## src/rtl/fixed_divider_display.sv

```systemverilog
// Waits a fixed number of cycles after the divider start strobe, captures the quotient,
// and scans one 16-bit page of it onto a 4-digit multiplexed 7-segment display.
module fixed_divider_display #(
   parameter int unsigned WAIT_CYCLES   = 33,
   parameter int unsigned PRESCALE_BITS = 16
) (
   input  logic        clock,
   input  logic        reset,
   input  logic        init,
   input  logic [31:0] result,
   input  logic        page,
   input  logic        blank_lz,
   output logic [3:0]  an,
   output logic [6:0]  seg,
   output logic        dp,
   output logic        valid,
   output logic        busy
);

   localparam int unsigned CW = (WAIT_CYCLES > 1) ? $clog2(WAIT_CYCLES) : 1;
   localparam logic [CW-1:0] WAIT_LOAD = CW'(WAIT_CYCLES - 1);
   localparam logic [6:0] SEG_DASH  = 7'b0111111;
   localparam logic [6:0] SEG_BLANK = 7'b1111111;

   typedef enum logic [1:0] {
      ST_IDLE = 2'd0,
      ST_WAIT = 2'd1,
      ST_SHOW = 2'd2
   } state_t;

   state_t                   state_q, state_d;
   logic [CW-1:0]            cnt_q, cnt_d;
   logic [31:0]              hold_q, hold_d;
   logic [PRESCALE_BITS-1:0] pre_q, pre_d;
   logic [1:0]               idx_q, idx_d;

   function automatic logic [6:0] hex_seg(input logic [3:0] n);
      logic [6:0] s;
      case (n)
         4'h0: s = 7'b1000000;
         4'h1: s = 7'b1111001;
         4'h2: s = 7'b0100100;
         4'h3: s = 7'b0110000;
         4'h4: s = 7'b0011001;
         4'h5: s = 7'b0010010;
         4'h6: s = 7'b0000010;
         4'h7: s = 7'b1111000;
         4'h8: s = 7'b0000000;
         4'h9: s = 7'b0010000;
         4'hA: s = 7'b0001000;
         4'hB: s = 7'b0000011;
         4'hC: s = 7'b1000110;
         4'hD: s = 7'b0100001;
         4'hE: s = 7'b0000110;
         default: s = 7'b0001110;
      endcase
      return s;
   endfunction

   always_ff @(posedge clock or posedge reset) begin
      if (reset) begin
         state_q <= ST_IDLE;
         cnt_q   <= '0;
         hold_q  <= '0;
         pre_q   <= '0;
         idx_q   <= '0;
      end else begin
         state_q <= state_d;
         cnt_q   <= cnt_d;
         hold_q  <= hold_d;
         pre_q   <= pre_d;
         idx_q   <= idx_d;
      end
   end

   // init wins in every state, so a strobe during WAIT simply restarts the count
   always_comb begin
      state_d = state_q;
      cnt_d   = cnt_q;
      hold_d  = hold_q;
      if (init) begin
         state_d = ST_WAIT;
         cnt_d   = WAIT_LOAD;
      end else if (state_q == ST_WAIT) begin
         if (cnt_q == '0) begin
            hold_d  = result;
            state_d = ST_SHOW;
         end else begin
            cnt_d = cnt_q - 1'b1;
         end
      end
   end

   always_comb begin
      pre_d = pre_q + 1'b1;
      idx_d = (pre_q == '1) ? idx_q + 2'd1 : idx_q;
   end

   logic [15:0] page_w;
   logic [3:0]  nib;
   logic        lz;

   always_comb begin
      page_w = page ? hold_q[31:16] : hold_q[15:0];
      nib    = '0;
      lz     = 1'b0;
      case (idx_q)
         2'd0: nib = page_w[3:0];
         2'd1: begin nib = page_w[7:4];   lz = (page_w[15:4]  == '0); end
         2'd2: begin nib = page_w[11:8];  lz = (page_w[15:8]  == '0); end
         default: begin nib = page_w[15:12]; lz = (page_w[15:12] == '0); end
      endcase
   end

   always_comb begin
      an    = ~(4'b0001 << idx_q);
      valid = (state_q == ST_SHOW);
      busy  = (state_q == ST_WAIT);
      dp    = ~((idx_q == 2'd0) && (state_q == ST_SHOW) && page);
      if (state_q != ST_SHOW)
         seg = SEG_DASH;
      else if (blank_lz && lz)
         seg = SEG_BLANK;
      else
         seg = hex_seg(nib);
   end

endmodule

```

## config.mk

```make
export PLATFORM = sky130hd
export DESIGN_NAME = fixed_divider_display
export DESIGN_NICKNAME = d
export VERILOG_FILES = /design/src/rtl/fixed_divider_display.sv
export SDC_FILE = /design/constraint.sdc
export NUM_CORES = 1
export LEC_CHECK = 0
export ABC_AREA = 1
export CAP_MARGIN = 20
export CORE_MARGIN = 3
export CORE_UTILIZATION = 50
export CTS_CLUSTER_SIZE = 28
export DETAILED_ROUTE_END_ITERATION = 8
export HOLD_SLACK_MARGIN = 0.15
export PLACE_DENSITY = 0.77
export SLEW_MARGIN = 15
export SYNTH_ARGS = -nofsm -noshare
export SYNTH_HDL_FRONTEND = slang
export SYNTH_SLANG_ARGS = --single-unit
```

## constraint.sdc

```tcl
create_clock -name clock -period 2.6 [get_ports clock]
set_clock_uncertainty 0.15 [all_clocks]
set_input_delay 0.26 -clock clock [delete_from_list [all_inputs] [get_ports clock]]
set_output_delay 0.26 -clock clock [all_outputs]
set_load 0.05 [all_outputs]
```

==> metrics.yaml <==
pwr:
  sequentialPowerShare: 0.366
  power.internal_uw: 2190
  power.share.switching: 0.380
  pwr_density_cell_nw_per_um2: 790
  relative_contribution_of_combinational_cells_to_total_power: 0.400
  switchingPower_uw: 1340
  clock_power_share: 0.234
  p_leak_uw: 0.00221
  vdd.ir_drop.worst_mv: 0.477
clock_network:
  max-clock-path-buffers: 2
  cts.sinks: 58
  clk_pin_slew_worst_paths_ns: 0.07
  clock_tree.root_cell: "clkbuf_8"
  htree_num_levels: 3
  numCtsBuffers: 9
  clock_tree_from_tritoncts: "yes"
  worstSkewPairLatency_ns: 0.34
route:
  detail_route.vias_per_cell: 5.54
  dr.first_iter.drc_count: 252
  drt_wl_total_um: 9070
  number_of_routed_nets_with_antenna_violations: 0
  wl_met1_um: 3470
  drc_errors: 0
  route.vias.total: 3141
  wl_per_cell_um: 16.0
  met3_wl_um: 840
  route.met2.wl_um: 4250
  drt_pre_antenna_iters: 5
  highest_layer: "met4"
status:
  run_status: "finished, violations left"
  failed_checks: "negative setup slack"
timing:
  timing_hold_violations_final: 0
  grt_setup_unrepaired: "true"
  hold_slack_ns: 0.303
  timing.max_slew.rel_slack: 0.666
  fmax_ghz: 0.352
  slew_viol_final: 0
  max_slew.worst_pin.slew_ns: 0.499
  post-route-worst-setup-slack_ns: -0.243
  fraction_of_the_cycle_the_final_worst_path_needs: 1.09
  timing.final.setup_violations: 7
  period_minus_slack_ns: 2.84
die:
  row_count: 28
  chipWidth_um: 85
  start_util: 0.521
  die_height_um: 85
  coreArea_um2: 5990
  fp.dieArea_um2: 7230
  num_io_pins: 51
setup_path:
  crit_path_max_incr_delay_ns: 0.46
  cp.required_ns: 2.19
  setup.worst_path.class: "reg -> out"
  worst_setup_sp: "idx_q[1]"
  crit_path_top_delay_cell: "dfrtp_2"
  crit_arrival_ns: 2.43
  timing.critical_path.max_delay_family: "compound AO/OA/AOI/OAI gates"
  critical_path_peak_fanout: 4
  reg2reg_from: "cnt_q[0]"
  critical_path_buf_inv_count: 3
  crit_path_cell_trace: "inv_4 > ha_4 > o21ai_1 > o21ai_1 > o21ai_2 > inv_2 > ha_4 > nand3_4 > a21oi_2 > nor2_2 > nor2_2 > buf_6"
  worstSetupEndpointType: "output port"
  timing.critical_path.from_type: "flip-flop"
place:
  numPlacedInstances: 527
  portBuffers: 50
  detailedPlacementHpwl_um: 5220
  place_congestion: 0.942
logic_synthesis:
  yosys_warnings: 0
  yosys.cell_types.count: 32
  post-synth-top-area-cell: "dfrtp_1"
  synth_nets: 446
  synth-seq-cells: 58
  yosysSeqAreaShare: 0.465
  netlist.area_leader.share: 0.465
  avgSynthCellArea_um2: 7.86
  synthTopCellsByArea: "dfrtp_1 47%, nand2_1 18%, inv_1 4.9%, ha_1 4.8%, nand3_1 3.8%"
  netlist_instances: 397
  post_synth_instance_area_um2: 3120
grt:
  grt-ovfl-total: 0
  antenna_found_initial: 0
  vias_in_the_first_global_route: 2887
  global_route_total_usage_across_every_layer: 0.220
  grt_pass1_wl_um: 12900
  maximum_number_of_pins_on_one_net_before_global_route_repair: 37
final_layout:
  antenna_cells_inserted: 0
  area_delta_synth_final_pct: 43.3
  post_layout_nonfiller_instances: 567
  final_core_utilization: 0.746
  final_net_count: 536
  drive_above_1_share: 0.270
  final.fill_count: 393
min_path:
  hp-start: "result[23]"
  timing.hold.worst.class: "in -> reg"
run:
  max_cap_violations: 0
## worst paths after layout
kind | depth (start not counted) | end | slack [ns]
max | 12 | seg[6] | -0.24
min | 3 | hold_q[23] | 0.30
max reg2reg | 9 | hold_q[9] | 0.72
min reg2reg | 1 | pre_q[0] | 0.31
max in group asynchronous | 4 | idx_q[0] | 1.06
min in group asynchronous | 3 | state_q[1] | 0.67
## worst min-delay path, delay by kind of cell
kind,cells,cell delay [ns]
buffers and inverters,1,0.39
and+or+nand+nor,2,0.10
## cells by family (layout without fill, tap and decap cells)
family                     count (synthesis)  after routing  synth area share
DFF                                       58             58             0.465
adders and majority gates                 12             12            0.0481
AOI/OAI and AO/OA                         39             39            0.0686
muxes                                      1              1           0.00321
and+or+nand+nor                          218            218             0.302
buffers and inverters                     55            150            0.0738
xor gates and xnor gates                  14             14            0.0393
## area by class of cell
| class | instances | area [µm²] | area share |
|---|---|---|---|
| multi-input cells | 284 | 1660 | 0.372 |
| inverters | 46 | 180 | 0.0403 |
| repair buffers | 88 | 886 | 0.198 |
| clock inverters | 5 | 53.8 | 0.0120 |
| clock buffers | 11 | 141 | 0.0316 |
| well taps | 75 | 93.8 | 0.0210 |
| flip-flops and latches | 58 | 1450 | 0.325 |
## state kept, by name (all words and copies together) (netlist names)
register  flops
pre_q        16
cnt_q         6
state_q       2
idx_q         2
hold_q       32
## metal layers
layer | up-vias | GRT usage
met5 | - | 0
met4 | 0 | 0.0691
met3 | 67 | 0.0631
met2 | 213 | 0.363
met1 | 1444 | 0.279
li1 | 1417 | -
## cells in the final DEF (no fill, tap or decap), drive strengths merged, types with 4 or more instances in the layout
master,netlist,routed
a21oi,11,11
clkinv,0,4
xor2,9,9
o21ai,26,26
inv,46,46
nor3,5,5
dfrtp,58,58
nand3,27,27
clkdlybuf4s50,0,41
nand2,156,156
xnor2,5,5
clkbuf,2,11
ha,12,12
nor2,27,27
buf,7,45
## stage by stage
stage / worst slack [ns] / TNS [ns] / area, µm² / power, µW
finish: -0.243 / -1.05 / 4470 / 3530
floorplan: -0.0758 / -0.127 / 3130 / 1990
detailed placement: -0.120 / -0.496 / 3810 / 2310
global placement: -0.0636 / -0.218 / 3810 / 2260
CTS: -0.0547 / -0.157 / 4230 / 3240
global route: -0.303 / -1.52 / 4470 / 3730
## synthesized netlist by cell type, drive strengths merged
cell type and number:
inv 46, clkbuf 2, nand3 27, ha 12, nand2 156, mux2i 1
a21oi 11, buf 7, nand4 1, dfrtp 58, o211ai 1, nor3 5
or2 1, nor2 27, xnor2 5, o21ai 26, o22ai 1, and2 1
xor2 9
## repair_timing
action,4_1_cts,5_1_grt
gates resized for setup,35,43
hold buffers,1,0
buffers inserted,10,14
endpoints found under the hold margin,22,0
endpoints found under the setup margin,7,7
gates cloned,0,0
pin swaps,13,25
## power by group through the flow
stage,Clock (µW),Combinational [µW],Sequential (µW)
6_report,828,1410,1290
5_1_grt,868,1560,1310
4_1_cts,835,1120,1280
3_5_place_dp,0,1010,1300
3_3_place_gp,0,965,1290
2_1_floorplan,0,735,1260
Note: power is estimated with default switching activity, not from simulation.
